<file path="config.mk">
export PLATFORM = sky130hd
export DESIGN_NAME = crc_engine
export DESIGN_NICKNAME = d
export VERILOG_FILES = /design/src/rtl/crc_engine_pkg.sv /design/src/rtl/crc_engine_bit_step.sv /design/src/rtl/crc_engine.sv
export SDC_FILE = /design/constraint.sdc
export NUM_CORES = 1
export LEC_CHECK = 0
export BUFFER_PORTS_ARGS = -buffer_cell sky130_fd_sc_hd__buf_2
export CORE_ASPECT_RATIO = 1.75
export CORE_MARGIN = 2
export CORE_UTILIZATION = 55
export CTS_BUF_LIST = sky130_fd_sc_hd__clkbuf_4 sky130_fd_sc_hd__clkbuf_8 sky130_fd_sc_hd__clkbuf_16
export CTS_CLUSTER_DIAMETER = 80
export DETAILED_ROUTE_END_ITERATION = 6
export PLACE_DENSITY = 0.83
export SYNTH_ARGS = -nofsm -noshare
export SYNTH_HDL_FRONTEND = slang
export SYNTH_HIERARCHICAL = 1
export SYNTH_SLANG_ARGS = --single-unit
export TNS_END_PERCENT = 50
</file>
<file path="constraint.sdc">
create_clock -name clk -period 2.7 [get_ports clk]
set_input_delay 0.81 -clock clk [delete_from_list [all_inputs] [get_ports clk]]
set_output_delay 0.81 -clock clk [all_outputs]
set_load 0.02 [all_outputs]
</file>
<file path="src/rtl/crc_engine_pkg.sv">
// Shared types, register-field bit positions and helpers for the CRC-32 engine.
package crc_engine_pkg;

  // CRC_CONTROL field positions
  localparam int unsigned CRC_CTRL_ENABLE_BIT = 0;
  localparam int unsigned CRC_CTRL_CLEAR_BIT  = 1;

  // CRC_STATUS field positions
  localparam int unsigned CRC_STAT_BUSY_BIT    = 0;
  localparam int unsigned CRC_STAT_DONE_BIT    = 1;
  localparam int unsigned CRC_STAT_OVERRUN_BIT = 2;

  localparam logic [31:0] CRC32_POLY = 32'h04C11DB7;
  localparam logic [31:0] CRC32_INIT = 32'hFFFFFFFF;

  // Wide enough for a full word at one bit per cycle (32).
  localparam int unsigned CRC_CNT_W = 6;

  typedef enum logic {CRC_IDLE, CRC_SHIFT} crc_state_t;

  function automatic logic [31:0] reflect32(input logic [31:0] v);
    logic [31:0] r;
    r = '0;
    for (int i = 0; i < 32; i++) begin
      r[i] = v[31-i];
    end
    return r;
  endfunction

  // Bit-reverse each byte in place; byte order is preserved.
  function automatic logic [31:0] reflect_bytes(input logic [31:0] v);
    logic [31:0] r;
    r = '0;
    for (int b = 0; b < 4; b++) begin
      for (int i = 0; i < 8; i++) begin
        r[8*b+i] = v[8*b+7-i];
      end
    end
    return r;
  endfunction

  // Lengths 0 and 5-7 are treated as a full word.
  function automatic logic [2:0] eff_len(input logic [2:0] len);
    logic [2:0] r;
    r = len;
    if ((len == 3'd0) || (len > 3'd4)) begin
      r = 3'd4;
    end
    return r;
  endfunction

endpackage

</file>
<file path="src/rtl/crc_engine_bit_step.sv">
// Combinational CRC fold of BITS_PER_CYCLE bits, MSB-first, into a 32-bit CRC.
module crc_bit_step
  import crc_engine_pkg::*;
#(
  parameter logic [31:0] POLY           = CRC32_POLY,
  parameter int unsigned BITS_PER_CYCLE = 8
) (
  input  logic [31:0]               crc_i,
  input  logic [BITS_PER_CYCLE-1:0] bits_i,
  output logic [31:0]               crc_o
);

  logic [31:0] crc;
  logic        fb;

  always_comb begin
    crc = crc_i;
    fb  = 1'b0;
    for (int i = int'(BITS_PER_CYCLE) - 1; i >= 0; i--) begin
      fb  = crc[31] ^ bits_i[i];
      crc = {crc[30:0], 1'b0} ^ (fb ? POLY : 32'h0);
    end
    crc_o = crc;
  end

endmodule

</file>
<file path="src/rtl/crc_engine.sv">
// CRC-32 datapath behind CRC_CONTROL/STATUS/INPUT/OUTPUT; folds 1-4 bytes per word.
// Define CRC_REFLECT_EN for the reflected (bit-reversed bytes and output) variant.
module crc_engine
  import crc_engine_pkg::*;
#(
  parameter logic [31:0] POLY           = CRC32_POLY,
  parameter logic [31:0] INIT           = CRC32_INIT,
  parameter logic [31:0] XOR_OUT        = 32'h00000000,
  parameter int unsigned BITS_PER_CYCLE = 8
) (
  input  logic        clk,
  input  logic        n_rst,
  input  logic        enable,
  input  logic        clear,
  input  logic        in_valid,
  input  logic [31:0] in_data,
  input  logic [2:0]  in_len,
  output logic        in_ready,
  output logic        busy,
  output logic        done,
  output logic        overrun,
  output logic [31:0] crc_out
);

  crc_state_t           state_q, state_d;
  logic [31:0]          crc_q, crc_d;
  logic [31:0]          shift_q, shift_d;
  logic [CRC_CNT_W-1:0] cnt_q, cnt_d;
  logic                 done_q, done_d;
  logic                 overrun_q, overrun_d;

  logic [31:0] crc_step;
  logic [31:0] load_data;
  logic [1:0]  ctrl;
  logic [2:0]  status;
  logic        ctrl_enable;
  logic        ctrl_clear;
  logic        accept;

  assign ctrl[CRC_CTRL_ENABLE_BIT] = enable;
  assign ctrl[CRC_CTRL_CLEAR_BIT]  = clear;
  assign ctrl_enable = ctrl[CRC_CTRL_ENABLE_BIT];
  assign ctrl_clear  = ctrl[CRC_CTRL_CLEAR_BIT];

  assign in_ready = ctrl_enable && (state_q == CRC_IDLE);
  assign accept   = in_valid && in_ready;

`ifdef CRC_REFLECT_EN
  assign load_data = reflect_bytes(in_data);
  assign crc_out   = reflect32(crc_q) ^ XOR_OUT;
`else
  assign load_data = in_data;
  assign crc_out   = crc_q ^ XOR_OUT;
`endif

  crc_bit_step #(
    .POLY          (POLY),
    .BITS_PER_CYCLE(BITS_PER_CYCLE)
  ) u_step (
    .crc_i (crc_q),
    .bits_i(shift_q[31 -: BITS_PER_CYCLE]),
    .crc_o (crc_step)
  );

  always_comb begin
    state_d   = state_q;
    crc_d     = crc_q;
    shift_d   = shift_q;
    cnt_d     = cnt_q;
    done_d    = done_q;
    overrun_d = overrun_q;

    if (ctrl_clear) begin
      // Clear wins over any same-cycle write, which is dropped silently.
      state_d   = CRC_IDLE;
      crc_d     = INIT;
      shift_d   = '0;
      cnt_d     = '0;
      done_d    = 1'b0;
      overrun_d = 1'b0;
    end else begin
      if (in_valid && !in_ready) begin
        overrun_d = 1'b1;
      end
      unique case (state_q)
        CRC_IDLE: begin
          if (accept) begin
            shift_d = load_data;
            cnt_d   = CRC_CNT_W'((32'(eff_len(in_len)) * 32'd8) / BITS_PER_CYCLE);
            done_d  = 1'b0;
            state_d = CRC_SHIFT;
          end
        end
        CRC_SHIFT: begin
          crc_d   = crc_step;
          shift_d = shift_q << BITS_PER_CYCLE;
          cnt_d   = cnt_q - 1'b1;
          if (cnt_q == CRC_CNT_W'(1)) begin
            state_d = CRC_IDLE;
            done_d  = 1'b1;
          end
        end
        default: state_d = CRC_IDLE;
      endcase
    end
  end

  always_ff @(posedge clk) begin
    if (!n_rst) begin
      state_q   <= CRC_IDLE;
      crc_q     <= INIT;
      shift_q   <= '0;
      cnt_q     <= '0;
      done_q    <= 1'b0;
      overrun_q <= 1'b0;
    end else begin
      state_q   <= state_d;
      crc_q     <= crc_d;
      shift_q   <= shift_d;
      cnt_q     <= cnt_d;
      done_q    <= done_d;
      overrun_q <= overrun_d;
    end
  end

  assign status[CRC_STAT_BUSY_BIT]    = (state_q == CRC_SHIFT);
  assign status[CRC_STAT_DONE_BIT]    = done_q;
  assign status[CRC_STAT_OVERRUN_BIT] = overrun_q;

  assign busy    = status[CRC_STAT_BUSY_BIT];
  assign done    = status[CRC_STAT_DONE_BIT];
  assign overrun = status[CRC_STAT_OVERRUN_BIT];

endmodule

</file>
=== Word-level counts from Yosys, hierarchy flattened ===
Cells that the tools add are included.

* Output and inout bits: 36
* Input port bits: 40
* Register bits after elaboration: 73

* Add/subtract/negate cells: 1
* Bitwise logic cells: 18
* Reductions and logical operators: 8
* Magnitude comparators: 1
* Muxes and demuxes: 19
* Equality and inequality tests: 3

{| class="wikitable"
|+ Operators by type and width
! operator !! number
|-
| 32-bit bitwise XOR || 8
|-
| 27-bit 2-to-1 mux || 8
|-
| 32-bit one-hot mux with 2 select lines || 1
|-
| 32-bit 2-to-1 mux || 1
|-
| 6-bit one-hot mux with 2 select lines || 1
|-
| 1-bit bitwise XOR || 8
|-
| 6-bit by 1-bit == test with 1-bit output, second input constant || 1
|-
| 6-bit 2-to-1 mux || 1
|-
| 6-bit by 1-bit subtractor with 6-bit output, second input constant || 1
|-
| 1-bit 2-to-1 mux || 4
|-
| 1-bit one-hot mux with 2 select lines || 2
|-
| 3-bit greater-than comparator, second input constant || 1
|-
| 1-bit logical AND || 3
|-
| 3-bit zero test || 1
|-
| 3-bit 2-to-1 mux || 1
|-
| 2-bit by 1-bit inequality test with 1-bit output, second input constant || 1
|-
| 2-bit inequality test, second input constant || 1
|-
| 1-bit inverter || 2
|-
| 2-bit AND reduction || 1
|-
| 2-bit OR reduction || 1
|-
| 1-bit zero test || 1
|-
| 1-bit logical OR || 1
|}

=== Logic depth before layout (Yosys ltp) ===
* Depth after elaboration: 24
* Gate-level depth with buffers: 6
* Gate-level depth less buffers: 6

=== Modules after synthesis ===
Netlist, hierarchy kept.

{| class="wikitable"
|+ Modules (own cells, without submodules)
! module !! sequential area each (µm²) !! area an instance (µm²) !! cells each !! instances
|-
| crc_engine || 1,461.4 || 2,885.3 || 298 || 1
|-
| crc_bit_step || 0.0 || 978.4 || 67 || 1
|}

=== Least setup slack after synthesis ===
No wires, ideal clock.

* Path type: register to register
* Start: register crc_q[29], in the netlist crc_out[29]
* End: register crc_q[7], in the netlist crc_out[7]
* Period minus slack after synthesis: 2,020 ps
* Data required time: 2,571 ps
* Arrival: 1,891 ps
* Library setup time: 129 ps
* Cell stages (with the launch flop): 6
* Setup slack: 680 ps
* Cells stage by stage: dfxtp_1 xor2_2 xnor3_2 xnor3_4 mux2i_1 nand2_1

* Cells in the longest elaborated chain, start to end: 10

{| class="wikitable"
|+ Ends and longest elaborated chain
! element !! RTL line !! text
|-
| start: declaration || crc_engine.sv:26 || <nowiki>logic [31:0] crc_q, crc_d;</nowiki>
|-
| start signal: assignment || crc_engine.sv:118 || <nowiki>crc_q <= crc_d;</nowiki>
|-
| 32-bit bitwise XOR (2 in a row) || crc_engine_bit_step.sv:21 || <nowiki>crc = {crc[30:0], 1'b0} ^ (fb ? POLY : 32'h0);</nowiki>
|-
| 1-bit bitwise XOR || crc_engine_bit_step.sv:20 || <nowiki>fb = crc[31] ^ bits_i[i];</nowiki>
|-
| 27-bit 2-to-1 mux || crc_engine_bit_step.sv:21 ||
|-
| 32-bit bitwise XOR (6 in a row) || crc_engine_bit_step.sv:21 ||
|-
| net crc_step[7] || crc_engine.sv:32 || <nowiki>logic [31:0] crc_step;</nowiki>
|}

The timed path passes the listed nets, and every way through them passes these cells.
A chain may end at the register's enable or synchronous reset.

=== Worst setup path after layout ===
* Start: input enable
* End: output in_ready

* Cells in the longest elaborated chain, start to end: 1

{| class="wikitable"
|+ Ends and longest elaborated chain
! element !! RTL line !! text
|-
| start: declaration || crc_engine.sv:13 || <nowiki>input logic enable,</nowiki>
|-
| 1-bit logical AND || crc_engine.sv:45 || <nowiki>assign in_ready = ctrl_enable && (state_q == CRC_IDLE);</nowiki>
|-
| end: declaration || crc_engine.sv:18 || <nowiki>output logic in_ready,</nowiki>
|}

Every way passes these cells.

==> key figures <==
Run status
  • Status: finished clean

Min path
  • Hold depth: 2
  • Worst Hold End: overrun
  • Hold Crit Class: reg -> reg
  • Hold Startpoint: overrun

GRT
  • Global-route wire length before repair: 12500 um
  • Total grt overflow: 0
  • GRT Overall Usage: 21.9%
  • Initial antenna violation count: 0
  • Largest net degree at the start of global routing: 43
  • Vias in the first global route: 2609

Synth
  • Netlist cell types: 42
  • Post-Syn Area: 3860 um^2
  • Post-synthesis sequential area ratio: 37.8%
  • Post-synth ARST share: 0%
  • Most used DFF post-synth: dfxtp_1
  • Multiplexer share of the synthesized area: 14.2%
  • Post-synth EDFFs: 0
  • Ys Warns: 6
  • Flop and latch count out of synthesis: 73
  • Synth Area in Adders: 0.972%
  • Compound-Gate Fraction of Synth Area: 10.2%
  • Syn Inst Count: 365
  • Syn Nets: 408
  • Largest family of logic cells by synthesized area: XOR/XNOR gates
  • XOR/XNOR Fraction of Synth Area: 25.3%
  • Synth Area in Simple Gates: 8.23%
  • Post-Syn Area per Cell: 10.6 um^2

Floorplan
  • # rows: 40
  • DIE WIDTH: 67.4 um
  • Initial Utilization: 56.4%
  • Io pins: 76
  • Die footprint: 7740 um^2
  • Die Span Y: 115 um
  • Core region area: 6860 um^2

Clocking
  • Resize count post-CTS: 0
  • CTS sink cnt: 73
  • TritonCTS clock tree: built
  • CTS max path bufs: 2
  • CTS Root Cell: clkbuf_16
  • Clk slew on worst S/H paths: 0.05 ns
  • Htree depth: 3
  • Hold Buf Count CTS: 0
  • CTS buffer count: 9
  • Clk_lat worst skew: 0.33 ns
  • Post-CTS setup buffers: 0

Worst setup path
  • RR Endpoint: crc_out[8]
  • Worst path arrival time: 1.24 ns
  • R2r worst-path depth: 5
  • CP max FO: 7
  • Required @ worst endpoint: 1.89 ns
  • Startpoint types: input port
  • R2r startpoint: shift_q[28]
  • Crit end category: primary output
  • Crit Path Class: in -> out
  • Register-to-register setup slack: 0.67 ns

Final layout
  • Fillcell total: 538
  • NumNets Final: 477
  • Syn-to-layout area delta: 18.1%
  • Final cell count without fillers: 521
  • Most frequent cells in the layout: buf_2, dfxtp_1, mux2i_1, nand2_1, a21oi_1
  • Diode count: 0
  • Area occupied by multi-input gates: 2280 um^2
  • Share of layout cells above drive strength 1: 25.9%
  • Register area: 1460 um^2
  • Most common cell after layout, fill and taps aside: buf_2

Timing
  • Final setup viols: 0
  • TNS Setup: 0 ns
  • Max Freq: 489 MHz
  • Period utilization: 75.8%
  • Final Hold Viols: 0
  • Unrepaired setup endpoints after global routing: false
  • Slew @ Worst Pin: 0.735 ns
  • Max Slew Vio Count: 0
  • Worst Hold Margin: 0.478 ns
  • Fin crit period: 2.05 ns
  • Clock Skew: 0.00477 ns
  • Slew headroom: 50.8%
  • Setup slack after layout: 0.654 ns

Job
  • Max Cap Viol: 0

Route
  • WL per Instance: 15.1 um
  • Antenna Nets Post-Route: 0
  • # DRC: 0
  • Total Wirelength: 7860 um
  • Via count: 2792
  • DR iter-0 viols: 83
  • First-pass DRT Iterations: 4
  • DR vias/cell: 5.36

Pwr
  • VDD IR max: 0.000512 V
  • Pleak: 1.92 nW
  • Power Dens Cells: 576 nW/um^2
  • Clock share of power: 40.2%
  • Sequential share of power: 43.0%
  • Net Sw Frac: 24.1%
  • Switching power: 0.000634 W
  • Internal power: 0.00200 W
  • Logic gate share of total power: 16.8%

Place
  • GP Congestion: 0.839
  • Placement Setup Slack: 0.610 ns
  • IO buf count: 75
  • Placed insts: 507
  • HPWL Detailed: 5770 um
==> per-layer routing <==
metal / global-route usage, % / wire (um) / vias to the layer above
met4: 9.66 / 135 / 0
li1: - / - / 1402
met1: 24.2 / 3000 / 1312
met5: 0 / 0 / -
met2: 39.1 / 4400 / 70
met3: 4.89 / 329 / 8
==> through the flow <==
stage,cell area [um^2],power [W],utilization (%)
5_1_grt,4560,0.00274,66.5
2_1_floorplan,3860,0.00149,-
3_5_place_dp,4300,0.00159,62.7
4_1_cts,4560,0.00265,66.5
6_report,4560,0.00263,66.5
3_3_place_gp,4300,0.00158,62.7
==> Yosys cell counts, drive strengths merged (2+ instances only) <==
master   n  area share [%]
nand2   42             4.1
buf      7             1.0
o31ai    2            0.39
inv      6            0.58
ha       3            0.97
mux2i   55              14
xor2     9             2.4
a21oi   36             4.7
dfxtp   73              38
xor3     3             1.8
xnor2   38              12
o21ai   24             3.1
xnor3   16             9.5
nand4    2            0.32
nand2b   2            0.32
nand3    8             1.0
a211oi   2            0.39
nor2     3            0.29
clkbuf  17             1.7
==> flip-flops by register name, indices dropped and copies added, names as in the netlist <==
register / cells
busy: 1
cnt_q: 6
crc_out: 32
done: 1
overrun: 1
shift_q: 32
==> final cells by class <==
| type | instances | share of cell area [%] |
|---|---|---|
| clock buffers | 13 | 5.60 |
| flip-flops and latches | 73 | 32.1 |
| multi-input cells | 262 | 50.1 |
| repair buffers | 82 | 9.38 |
| well taps | 84 | 2.30 |
| inverters | 6 | 0.494 |
| clock inverters | 1 | 0.110 |
==> power groups by stage <==
stage	logic, W	clock network (W)	registers, W
after global placement	0.000429	0	0.00115
after detailed placement	0.000441	0	0.00115
final	0.000442	0.00106	0.00113
after CTS	0.000444	0.00108	0.00113
after floorplan	0.000335	0	0.00116
after global routing	0.000475	0.00113	0.00113
==> how the worst max path moves through the flow <==
stage	slack, ns	depth (start not counted)	endpoint	startpoint
floorplan	0.68	5	crc_out[7]	crc_out[29]
global placement	0.66	6	cnt_q[0]	in_len[0]
detailed placement	0.61	6	cnt_q[0]	in_len[0]
CTS	0.65	4	in_ready	enable
finish	0.65	4	in_ready	enable
global route	0.59	5	crc_out[7]	crc_out[29]
==> critical path: stages <==
cell,delay [ns]
buf_2,0.14
nand2b_1,0.08
inv_1,0.05
buf_2,0.15
==> cell families after synthesis <==
logic type | count (synthesis)
DFF | 73
AOI/OAI and AO/OA | 71
and+or+nand+nor | 67
xor gates and xnor gates | 66
muxes | 55
buffers and inverters | 30
adders and majority gates | 3
Note: power is estimated with default switching activity, not from simulation.
